==> config.mk <==
export PLATFORM = sky130hd
export DESIGN_NAME = iob_dbus_wbuf_flat
export DESIGN_NICKNAME = d
export VERILOG_FILES = /design/src/rtl/iob_dbus_wbuf_if.sv /design/src/rtl/iob_dbus_wbuf.sv /design/src/flat_wrapper.sv
export SDC_FILE = /design/constraint.sdc
export NUM_CORES = 1
export LEC_CHECK = 0
export ABC_AREA = 1
export CAP_MARGIN = 10
export CORE_MARGIN = 2
export CORE_UTILIZATION = 45
export CTS_BUF_LIST = sky130_fd_sc_hd__clkbuf_8
export DETAILED_ROUTE_END_ITERATION = 10
export PLACE_DENSITY = 0.73
export SYNTH_ARGS = -nofsm -noshare
export SYNTH_HDL_FRONTEND = slang
export SYNTH_SLANG_ARGS = --single-unit
==> constraint.sdc <==
create_clock -name clk_i -period 7.75 [get_ports clk_i]
set_clock_uncertainty 0.1 [all_clocks]
set_input_delay 1.55 -clock clk_i [delete_from_list [all_inputs] [get_ports clk_i]]
set_output_delay 1.55 -clock clk_i [all_outputs]
set_load 0.05 [all_outputs]
==> src/rtl/iob_dbus_wbuf_if.sv <==
// CPU/memory data bus bundle: request (avalid/address/wdata/wstrb) and response (rdata/rvalid/ready).
// The master drives the request; the slave answers with ready and, for reads, rdata/rvalid.
interface iob_dbus_wbuf_if #(
   parameter int ADDR_W = 32
);
   logic              avalid;
   logic [ADDR_W-1:0] address;
   logic [31:0]       wdata;
   logic [3:0]        wstrb;
   logic [31:0]       rdata;
   logic              rvalid;
   logic              ready;

   modport master (output avalid, address, wdata, wstrb, input rdata, rvalid, ready);
   modport slave  (input avalid, address, wdata, wstrb, output rdata, rvalid, ready);
endinterface

==> src/rtl/iob_dbus_wbuf.sv <==
// Posted-write buffer: writes are acked on entry (0 cycles) and drain in order. Reads wait for an empty FIFO, then go out one at a time (>= 4 cycles).
// Backpressure: a write stalls while the FIFO is full. Optional stall counter: IOB_DBUS_WBUF_STALL_CNT_EN.
module iob_dbus_wbuf #(
   parameter int ADDR_W     = 32,
   parameter int DEPTH_LOG2 = 2
) (
   input  logic           clk_i,
   input  logic           rst_i,
   input  logic           cke_i,
   iob_dbus_wbuf_if.slave  s,
   iob_dbus_wbuf_if.master m
`ifdef IOB_DBUS_WBUF_STALL_CNT_EN
   ,
   output logic [31:0]    stall_cnt_o
`endif
);
   localparam int DEPTH = 1 << DEPTH_LOG2;
   localparam logic [DEPTH_LOG2:0]   FULL_CNT = (DEPTH_LOG2 + 1)'(DEPTH);
   localparam logic [DEPTH_LOG2:0]   ONE_CNT  = (DEPTH_LOG2 + 1)'(1);
   localparam logic [DEPTH_LOG2-1:0] ONE_PTR  = DEPTH_LOG2'(1);

   typedef struct packed {
      logic [ADDR_W-1:0] addr;
      logic [31:0]       wdata;
      logic [3:0]        wstrb;
   } entry_t;

   typedef enum logic [2:0] {IDLE, RD_DRAIN, RD_REQ, RD_WAIT, RD_RESP} state_t;

   state_t                state;
   entry_t                fifo_mem [DEPTH];
   entry_t                head;
   logic [DEPTH_LOG2-1:0] rd_ptr;
   logic [DEPTH_LOG2-1:0] wr_ptr;
   logic [DEPTH_LOG2:0]   count;
   logic [ADDR_W-1:0]     rd_addr;
   logic [31:0]           rd_data;
   logic                  rd_req;
   logic                  rd_resp;
   logic                  full;
   logic                  empty;
   logic                  drain_phase;
   logic                  wr_acc;
   logic                  deq;

   assign full        = (count == FULL_CNT);
   assign empty       = (count == '0);
   assign drain_phase = (state == IDLE) || (state == RD_DRAIN);
   assign head        = fifo_mem[rd_ptr];

   // Acceptance looks only at registered full, never at m.ready, so a dequeue
   // in the same cycle cannot open a slot for the waiting write.
   assign wr_acc = cke_i & ~rst_i & s.avalid & (|s.wstrb) & ~full & (state == IDLE);
   assign deq    = cke_i & ~rst_i & drain_phase & ~empty & m.ready;

   assign s.ready  = wr_acc | rd_resp;
   assign s.rvalid = rd_resp;
   assign s.rdata  = rd_data;

   always_comb begin
      m.avalid  = 1'b0;
      m.address = '0;
      m.wdata   = '0;
      m.wstrb   = '0;
      if (rd_req) begin
         m.avalid  = 1'b1;
         m.address = rd_addr;
      end else if (drain_phase && !empty) begin
         m.avalid  = 1'b1;
         m.address = head.addr;
         m.wdata   = head.wdata;
         m.wstrb   = head.wstrb;
      end
   end

   always_ff @(posedge clk_i) begin
      if (wr_acc) begin
         fifo_mem[wr_ptr] <= '{addr: s.address, wdata: s.wdata, wstrb: s.wstrb};
      end
   end

   always_ff @(posedge clk_i) begin
      if (rst_i) begin
         state   <= IDLE;
         rd_ptr  <= '0;
         wr_ptr  <= '0;
         count   <= '0;
         rd_addr <= '0;
         rd_data <= '0;
         rd_req  <= 1'b0;
         rd_resp <= 1'b0;
      end else if (cke_i) begin
         if (wr_acc) wr_ptr <= wr_ptr + ONE_PTR;
         if (deq)    rd_ptr <= rd_ptr + ONE_PTR;
         case ({wr_acc, deq})
            2'b10:   count <= count + ONE_CNT;
            2'b01:   count <= count - ONE_CNT;
            default: count <= count;
         endcase

         case (state)
            IDLE: begin
               if (s.avalid && s.wstrb == 4'b0000) begin
                  state   <= RD_DRAIN;
                  rd_addr <= s.address;
               end
            end
            RD_DRAIN: begin
               // Leave as soon as the last buffered write is handed off.
               if (empty || (count == ONE_CNT && deq)) begin
                  state  <= RD_REQ;
                  rd_req <= 1'b1;
               end
            end
            RD_REQ: begin
               if (m.ready) begin
                  state  <= RD_WAIT;
                  rd_req <= 1'b0;
               end
            end
            RD_WAIT: begin
               if (m.rvalid) begin
                  state   <= RD_RESP;
                  rd_data <= m.rdata;
                  rd_resp <= 1'b1;
               end
            end
            RD_RESP: begin
               state   <= IDLE;
               rd_resp <= 1'b0;
            end
            default: begin
               state   <= IDLE;
               rd_req  <= 1'b0;
               rd_resp <= 1'b0;
            end
         endcase
      end
   end

`ifdef IOB_DBUS_WBUF_STALL_CNT_EN
   always_ff @(posedge clk_i) begin
      if (rst_i) begin
         stall_cnt_o <= '0;
      end else if (cke_i && s.avalid && !s.ready && stall_cnt_o != 32'hFFFF_FFFF) begin
         stall_cnt_o <= stall_cnt_o + 32'd1;
      end
   end
`endif
endmodule
==> src/flat_wrapper.sv <==
// flat-port wrapper written by rule: the top's interface ports become plain ports
module iob_dbus_wbuf_flat 
#(
   parameter int ADDR_W     = 32,
   parameter int DEPTH_LOG2 = 2
)
  (clk_i, rst_i, cke_i, s_avalid, s_address, s_wdata, s_wstrb, s_rdata, s_rvalid, s_ready, m_avalid, m_address, m_wdata, m_wstrb, m_rdata, m_rvalid, m_ready);
  iob_dbus_wbuf_if #(.ADDR_W(ADDR_W)) s_i ();
  iob_dbus_wbuf_if #(.ADDR_W(ADDR_W)) m_i ();
  input  logic clk_i;
  input  logic rst_i;
  input  logic cke_i;
  input wire logic [$bits(s_i.avalid)-1:0] s_avalid;
  input wire logic [$bits(s_i.address)-1:0] s_address;
  input wire logic [$bits(s_i.wdata)-1:0] s_wdata;
  input wire logic [$bits(s_i.wstrb)-1:0] s_wstrb;
  output wire logic [$bits(s_i.rdata)-1:0] s_rdata;
  output wire logic [$bits(s_i.rvalid)-1:0] s_rvalid;
  output wire logic [$bits(s_i.ready)-1:0] s_ready;
  output wire logic [$bits(m_i.avalid)-1:0] m_avalid;
  output wire logic [$bits(m_i.address)-1:0] m_address;
  output wire logic [$bits(m_i.wdata)-1:0] m_wdata;
  output wire logic [$bits(m_i.wstrb)-1:0] m_wstrb;
  input wire logic [$bits(m_i.rdata)-1:0] m_rdata;
  input wire logic [$bits(m_i.rvalid)-1:0] m_rvalid;
  input wire logic [$bits(m_i.ready)-1:0] m_ready;
  assign s_i.avalid = s_avalid;
  assign s_i.address = s_address;
  assign s_i.wdata = s_wdata;
  assign s_i.wstrb = s_wstrb;
  assign s_rdata = s_i.rdata;
  assign s_rvalid = s_i.rvalid;
  assign s_ready = s_i.ready;
  assign m_avalid = m_i.avalid;
  assign m_address = m_i.address;
  assign m_wdata = m_i.wdata;
  assign m_wstrb = m_i.wstrb;
  assign m_i.rdata = m_rdata;
  assign m_i.rvalid = m_rvalid;
  assign m_i.ready = m_ready;
  iob_dbus_wbuf #(.ADDR_W(ADDR_W), .DEPTH_LOG2(DEPTH_LOG2)) u_core (.clk_i(clk_i), .rst_i(rst_i), .cke_i(cke_i), .s(s_i), .m(m_i));
endmodule
==> results of run 1 <==
metal layers:
layer,wire length (um),vias up
li1,-,4733
met1,13900,4668
met2,15700,410
met3,3390,60
met4,647,4
met5,27,-
power groups by stage:
| stage | Sequential (uW) | Combinational, uW | Clock [uW] |
|---|---|---|---|
| after global routing | 2120 | 644 | 1540 |
| final | 2110 | 594 | 1420 |
| after detailed placement | 2150 | 595 | 0 |
| after floorplan | 2170 | 344 | 0 |
| after CTS | 2110 | 597 | 1460 |
| after global placement | 2150 | 587 | 0 |
cells by family after synthesis:
kind of cell / synth area share (%)
xor gates and xnor gates: 0.0639
DFF: 71.0
AOI/OAI and AO/OA: 10.5
buffers and inverters: 3.08
adders and majority gates: 0.821
and+or+nand+nor: 14.5
flip-flops by register name (all words and copies together) (netlist names), named ones only:
signal           cells
u_core.count         3
u_core.fifo_mem    272
u_core.rd_addr      32
u_core.rd_ptr        2
u_core.rd_req        1
u_core.s.rdata      32
u_core.s.rvalid      1
u_core.state         3
u_core.wr_ptr        2
worst register-to-register path, cell delays in order (launching register included):
cell and delay (ps):
dfxtp_1 400, inv_1 100, ha_1 220, nand2_1 90, nand3_2 270, nor2_4 860
buf_4 700
worst max-delay path by stage:
| stage | slack, ps | cells past startpoint | start | endpoint |
|---|---|---|---|---|
| after floorplan | 2190 | 6 | rst_i | u_core.fifo_mem[0][0] |
| after global placement | 2230 | 7 | s_wstrb[0] | s_ready |
| after detailed placement | 2220 | 7 | s_wstrb[1] | s_ready |
| after CTS | 2200 | 7 | s_wstrb[1] | s_ready |
| after global routing | 2080 | 7 | s_wstrb[1] | s_ready |
| final | 2220 | 7 | s_wstrb[0] | s_ready |
metrics by stage:
stage | hold slack, ps | worst slack [ps] | instances | power (uW) | util [%]
final | 378 | 2220 | 1883 | 4130 | 57.4
after global placement | 378 | 2230 | 1782 | 2740 | 54.0
after detailed placement | 377 | 2220 | 1782 | 2750 | 54.0
after CTS | 383 | 2200 | 1883 | 4170 | 57.4
after floorplan | 364 | 2190 | 1248 | 2510 | -
after global routing | 397 | 2080 | 1883 | 4300 | 57.4
placed cells by master (no fill, tap or decap), types with 11 or more instances in the layout:
| cell type | instances |
|---|---|
| nor2_1 | 361 |
| edfxtp_1 | 272 |
| clkdlybuf4s50_1 | 208 |
| o21ai_0 | 175 |
| nand2_1 | 93 |
| dfxtp_1 | 76 |
| clkbuf_8 | 58 |
| a21oi_1 | 42 |
| nand3_1 | 37 |
| inv_1 | 34 |
| o22ai_1 | 32 |
| o21ai_1 | 30 |
| clkinv_1 | 16 |
| buf_4 | 13 |
| clkinv_2 | 11 |
final cells by class:
| type | count | area [um2] | share of cell area (%) |
|---|---|---|---|
| multi-input cells | 796 | 3590 | 21.0 |
| clock buffers | 58 | 798 | 4.67 |
| well taps | 390 | 488 | 2.86 |
| repair buffers | 221 | 2180 | 12.8 |
| flip-flops and latches | 350 | 9730 | 57.0 |
| inverters | 25 | 96.3 | 0.564 |
| clock inverters | 43 | 205 | 1.20 |
==> flow_summary_export.csv, run 1 <==
group,metric,value,unit
outcome,outcome,"finished, final reports clean",
placed_design,io_buffers,208,
placed_design,gp_congestion,0.752,
routing,routedWlPerCell,17.9,um
timing,maxSlewViolCount,0,
timing,hold_viol_final,0,
pwr,power_density,242,mW/mm2
yosys,yosys.area.top_type,"edfxtp_1",
floorplan,fp.dieH,179,um
critical_path,r2r_cells,6,
timing,slew_headroom,28.1,%
routing,drc,0,
floorplan,dieArea,0.0319,mm2
routing,routed_wl,33600,um
yosys,synth-seq-cells,350,
clocking,tritoncts,"yes",
critical_path,cp.required,6100,ps
critical_path,cpMostUsedCell,"clkdlybuf4s50_1",
clocking,postCtsSetupRepairBufs,0,
clocking,cts_buffers,55,
finish,final_area,0.0171,mm2
timing,worst_pin_slew,1080,ps
job,maxCapViolCount,0,
critical_path,slowest_stage,"clkdlybuf4s50_1",
yosys,yosys_warnings,0,
clocking,worst_skew_pair.late_latency,580,ps
yosys,synth_area_leaders,"edfxtp_1 (60%), dfxtp_1 (11%), nor2_1 (10%), o21ai_0 (6.4%), nand2_1 (2.5%)",
yosys,async_flop_share,0,%
clocking,hold_buffers,0,
finish,diodes,0,
critical_path,worstPathCellList,"clkdlybuf4s50_1 > nor2_1 > nand2_1 > nand3_2 > inv_1 > or2_2 > clkdlybuf4s50_1",
pwr,vdd_drop_max,0.000142,V
floorplan,rows,63,
clocking,post_cts_resized,0,
clocking,cts_root_buffer,"clkbuf_8",
floorplan,core_region_area,0.0298,mm2
finish,nets,1564,
routing,drtPass1Iterations,5,
yosys,synth_cell_type_count,26,
critical_path,reg2reg_slack,4610,ps
yosys,ys_seq_area_share,71.0,%
pwr,netSwitchingFraction,27.5,%
timing,max_clock_freq,0.181,GHz
yosys,synth_area,0.0137,mm2
pwr,power.share.clock,34.5,%
floorplan,pin_count,209,
worst_hold_path,whs_path_depth,2,
timing,fin_crit,5530,ps
yosys,yosys_most_used_dff,"edfxtp_1",
routing,final_antenna_net_count,0,
grt,use_met1,26.8,%
finish,layout-drive-gt1-share,6.83,%
pwr,combPwrFrac,14.4,%
critical_path,startpoint_type,"input pin",
grt,grt_use_total,21.0,%
grt,grt_pass1_vias,9988,
grt,grt.busiest_layer,"met2",
clocking,cts.sinks,350,
critical_path,slowest_delay,710,ps
critical_path,endpoint_kind,"output port",
yosys,synth_common_cells,"nor2_1 (365), edfxtp_1 (272), o21ai_0 (175)",
grt,met3_usage,6.37,%
timing,setup_viol,0,
grt,grt_max_degree,85,
finish,nFillCells,2454,
critical_path,cpLargestDelayFamily,"buffers and inverters",
worst_hold_path,min_to,"u_core.s.rvalid",
yosys,netlist_instances,1248,
grt,grt_util_met2,34.7,%
critical_path,path_max_fanout,9,
critical_path,worstSetupPathType,"in -> out",
routing,drtIter0Drc,710,
floorplan,die_width,179,um
yosys,synth_edf_count,272,
critical_path,worstReg2RegEnd,"u_core.fifo_mem[2][35]",
grt,grt_pass1_wl,52200,um
critical_path,worst-path-buf-inv,3,
yosys,avgSynthCellArea,11.0,um2
worst_hold_path,hold_class,"reg -> reg",
placed_design,hpwl,18400,um
worst_hold_path,hold_start,"u_core.s.rvalid",
yosys,synth.most_common_cell,"nor2_1",
timing,setup-tns-final,0,ps
clocking,path_clk_slew,60,ps
pwr,switchingPower,1140,uW
grt,overflow,0,
grt,antenna_found_initial,3,
yosys,syn_nets,1363,
clocking,htreeDepth,2,
pwr,power.static_leakage,0.00620,uW
finish,syn_to_final_growth,24.7,%
placed_design,dpl_cell_area,0.0161,mm2
floorplan,initial_core_util,46.0,%
critical_path,r2r_start,"u_core.count[0]",
routing,vias,9875,
timing,fin_crit_sh,71.3,%
clocking,cts_buffer_depth,3,
critical_path,critPathArrivalTime,3880,ps
routing,avgViaCountPerCell,5.24,
pwr,power.internal,3000,uW
timing,rsz0062_at_grt,"false",
pwr,p_seq_share,51.2,%
yosys,synth_top_cell_area_share,59.6,%
Power figures use the tool's default switching activity.
==> inputs of run 2 (changes only) <==
Clock period 7.75 ns to 5.1 ns, I/O delays scaled along.
==> flow_summary_export.csv, run 2 (synthesized netlist as in run 1, its figures left out) <==
group,metric,value,unit
finish,nFillCells,2462,
pwr,switchingPower,1700,uW
critical_path,reg2reg_slack,2650,ps
floorplan,fp.dieH,179,um
critical_path,critPathArrivalTime,2920,ps
timing,worst_pin_slew,920,ps
finish,regArea,0.00973,mm2
grt,overflow,0,
finish,diodes,0,
routing,vias,9848,
finish,final_util,57.3,%
finish,multi_input_area,0.00359,mm2
worst_hold_path,hold_start,"u_core.s.rvalid",
critical_path,cp.required,3980,ps
routing,avgViaCountPerCell,5.22,
floorplan,die_width,179,um
clocking,cts_buffers,54,
grt,grt_pass1_vias,9681,
timing,hold_viol_final,0,
routing,final_antenna_net_count,0,
timing,setup_viol,0,
grt,grt_use_total,20.2,%
timing,rsz0062_at_grt,"false",
routing,drc,0,
clocking,cts.sinks,350,
critical_path,slowest_delay,470,ps
critical_path,worstPathCellList,"clkdlybuf4s50_1 > nor2_1 > nand2_1 > nand3_2 > inv_1 > or2_2 > buf_12",
timing,max_clock_freq,0.248,GHz
timing,maxSlewViolCount,0,
grt,antenna_found_initial,0,
critical_path,worst-path-buf-inv,3,
critical_path,cpLargestDelayFamily,"simple AND/OR/NAND/NOR gates",
placed_design,dpl_cell_area,0.0160,mm2
finish,layout-drive-gt1-share,12.0,%
placed_design,gp_congestion,0.777,
critical_path,r2r_start,"u_core.state[0]",
pwr,vdd_drop_max,0.000190,V
worst_hold_path,min_to,"u_core.s.rvalid",
clocking,postCtsSetupRepairBufs,0,
placed_design,place_ws,1050,ps
finish,layout_common_cells,"nor2_1 (361), edfxtp_1 (272), o21ai_0 (175)",
timing,fin_crit,4040,ps
timing,fin_crit_sh,79.2,%
clocking,worst_skew_pair.late_latency,570,ps
critical_path,slowest_stage,"clkdlybuf4s50_1",
pwr,power.static_leakage,0.00643,uW
finish,top_register,"u_core.fifo_mem",
placed_design,hpwl,18800,um
pwr,combPwrFrac,14.2,%
job,maxCapViolCount,0,
clocking,hold_buffers,0,
clocking,post_cts_resized,0,
floorplan,dieArea,0.0319,mm2
critical_path,worstSetupPathType,"in -> out",
placed_design,io_buffers,208,
pwr,power_density,375,mW/mm2
worst_hold_path,hold_class,"reg -> reg",
clocking,cts_buffer_depth,3,
critical_path,startpoint_type,"input pin",
critical_path,path_depth,7,
routing,drtIter0Drc,845,
timing,setup_slack,1060,ps
finish,nets,1569,
grt,grt_pass1_wl,49900,um
floorplan,rows,63,
grt,grt_max_degree,80,
clocking,tritoncts,"yes",
outcome,outcome,"finished, final reports clean",
finish,final_common_cell,"nor2_1",
timing,setup-tns-final,0,ps
critical_path,worstReg2RegEnd,"u_core.fifo_mem[0][33]",
pwr,p_seq_share,50.1,%
pwr,power.internal,4700,uW
critical_path,endpoint_kind,"output port",
timing,fin_hold_ws,384,ps
timing,slew_headroom,38.4,%
pwr,netSwitchingFraction,26.6,%
finish,final_area,0.0171,mm2
floorplan,initial_core_util,46.0,%
clocking,htreeDepth,2,
floorplan,pin_count,209,
clocking,cts_root_buffer,"clkbuf_8",
routing,drtPass1Iterations,5,
floorplan,core_region_area,0.0298,mm2
routing,routedWlPerCell,17.4,um
finish,largest_reg_flops,272,
clocking,path_clk_slew,60,ps
critical_path,r2r_cells,6,
finish,syn_to_final_growth,24.6,%
routing,routed_wl,32800,um
critical_path,path_max_fanout,9,
pwr,power.share.clock,35.7,%
worst_hold_path,whs_path_depth,2,
-- run 2: worst max path at each step --
stage / endpoint / start / slack, ps
after floorplan: u_core.fifo_mem[0][0] / rst_i / 70
after global placement: s_ready / s_wstrb[2] / 1090
after detailed placement: s_ready / s_wstrb[2] / 1050
after CTS: s_ready / s_wstrb[2] / 1040
after global routing: s_ready / s_wstrb[2] / 950
final: s_ready / s_wstrb[0] / 1060
-- run 2: area by class of cell --
class,count,area share (%)
Multi-Input combinational cell,796,21.0
Inverter,25,0.564
Sequential cell,350,57.0
Clock buffer,58,4.67
Tap cell,390,2.86
Timing Repair Buffer,227,12.3
Clock inverter,41,1.60
-- run 2: stage by stage --
stage	total power, uW	std cells
finish	6400	1887
detailed placement	4170	1788
floorplan	3820	1248
global placement	4160	1788
CTS	6450	1887
global route	6660	1887
-- run 2: layer usage --
metal	GRT usage, %	share of wire, %	routed length, um	up-vias
met1	25.2	41	13500	4676
met2	34.3	47	15600	381
met5	0	0	0	-
li1	-	-	-	4745
met3	5.37	9.3	3050	46
met4	6.78	1.9	633	0
-- run 2: worst min-delay path, delay by kind of cell, from the launching register on --
kind             cells  cell delay [ps]
flip-flops           1              320
AO/OA/AOI/OAI        1               50
AND/OR/NAND/NOR      1               70
-- run 2: power by group through the flow --
stage | Sequential (uW) | Clock (uW) | Combinational, uW
2_1_floorplan | 3290 | 0 | 523
3_3_place_gp | 3260 | 0 | 899
3_5_place_dp | 3270 | 0 | 908
4_1_cts | 3210 | 2330 | 911
5_1_grt | 3210 | 2470 | 974
6_report | 3210 | 2290 | 906
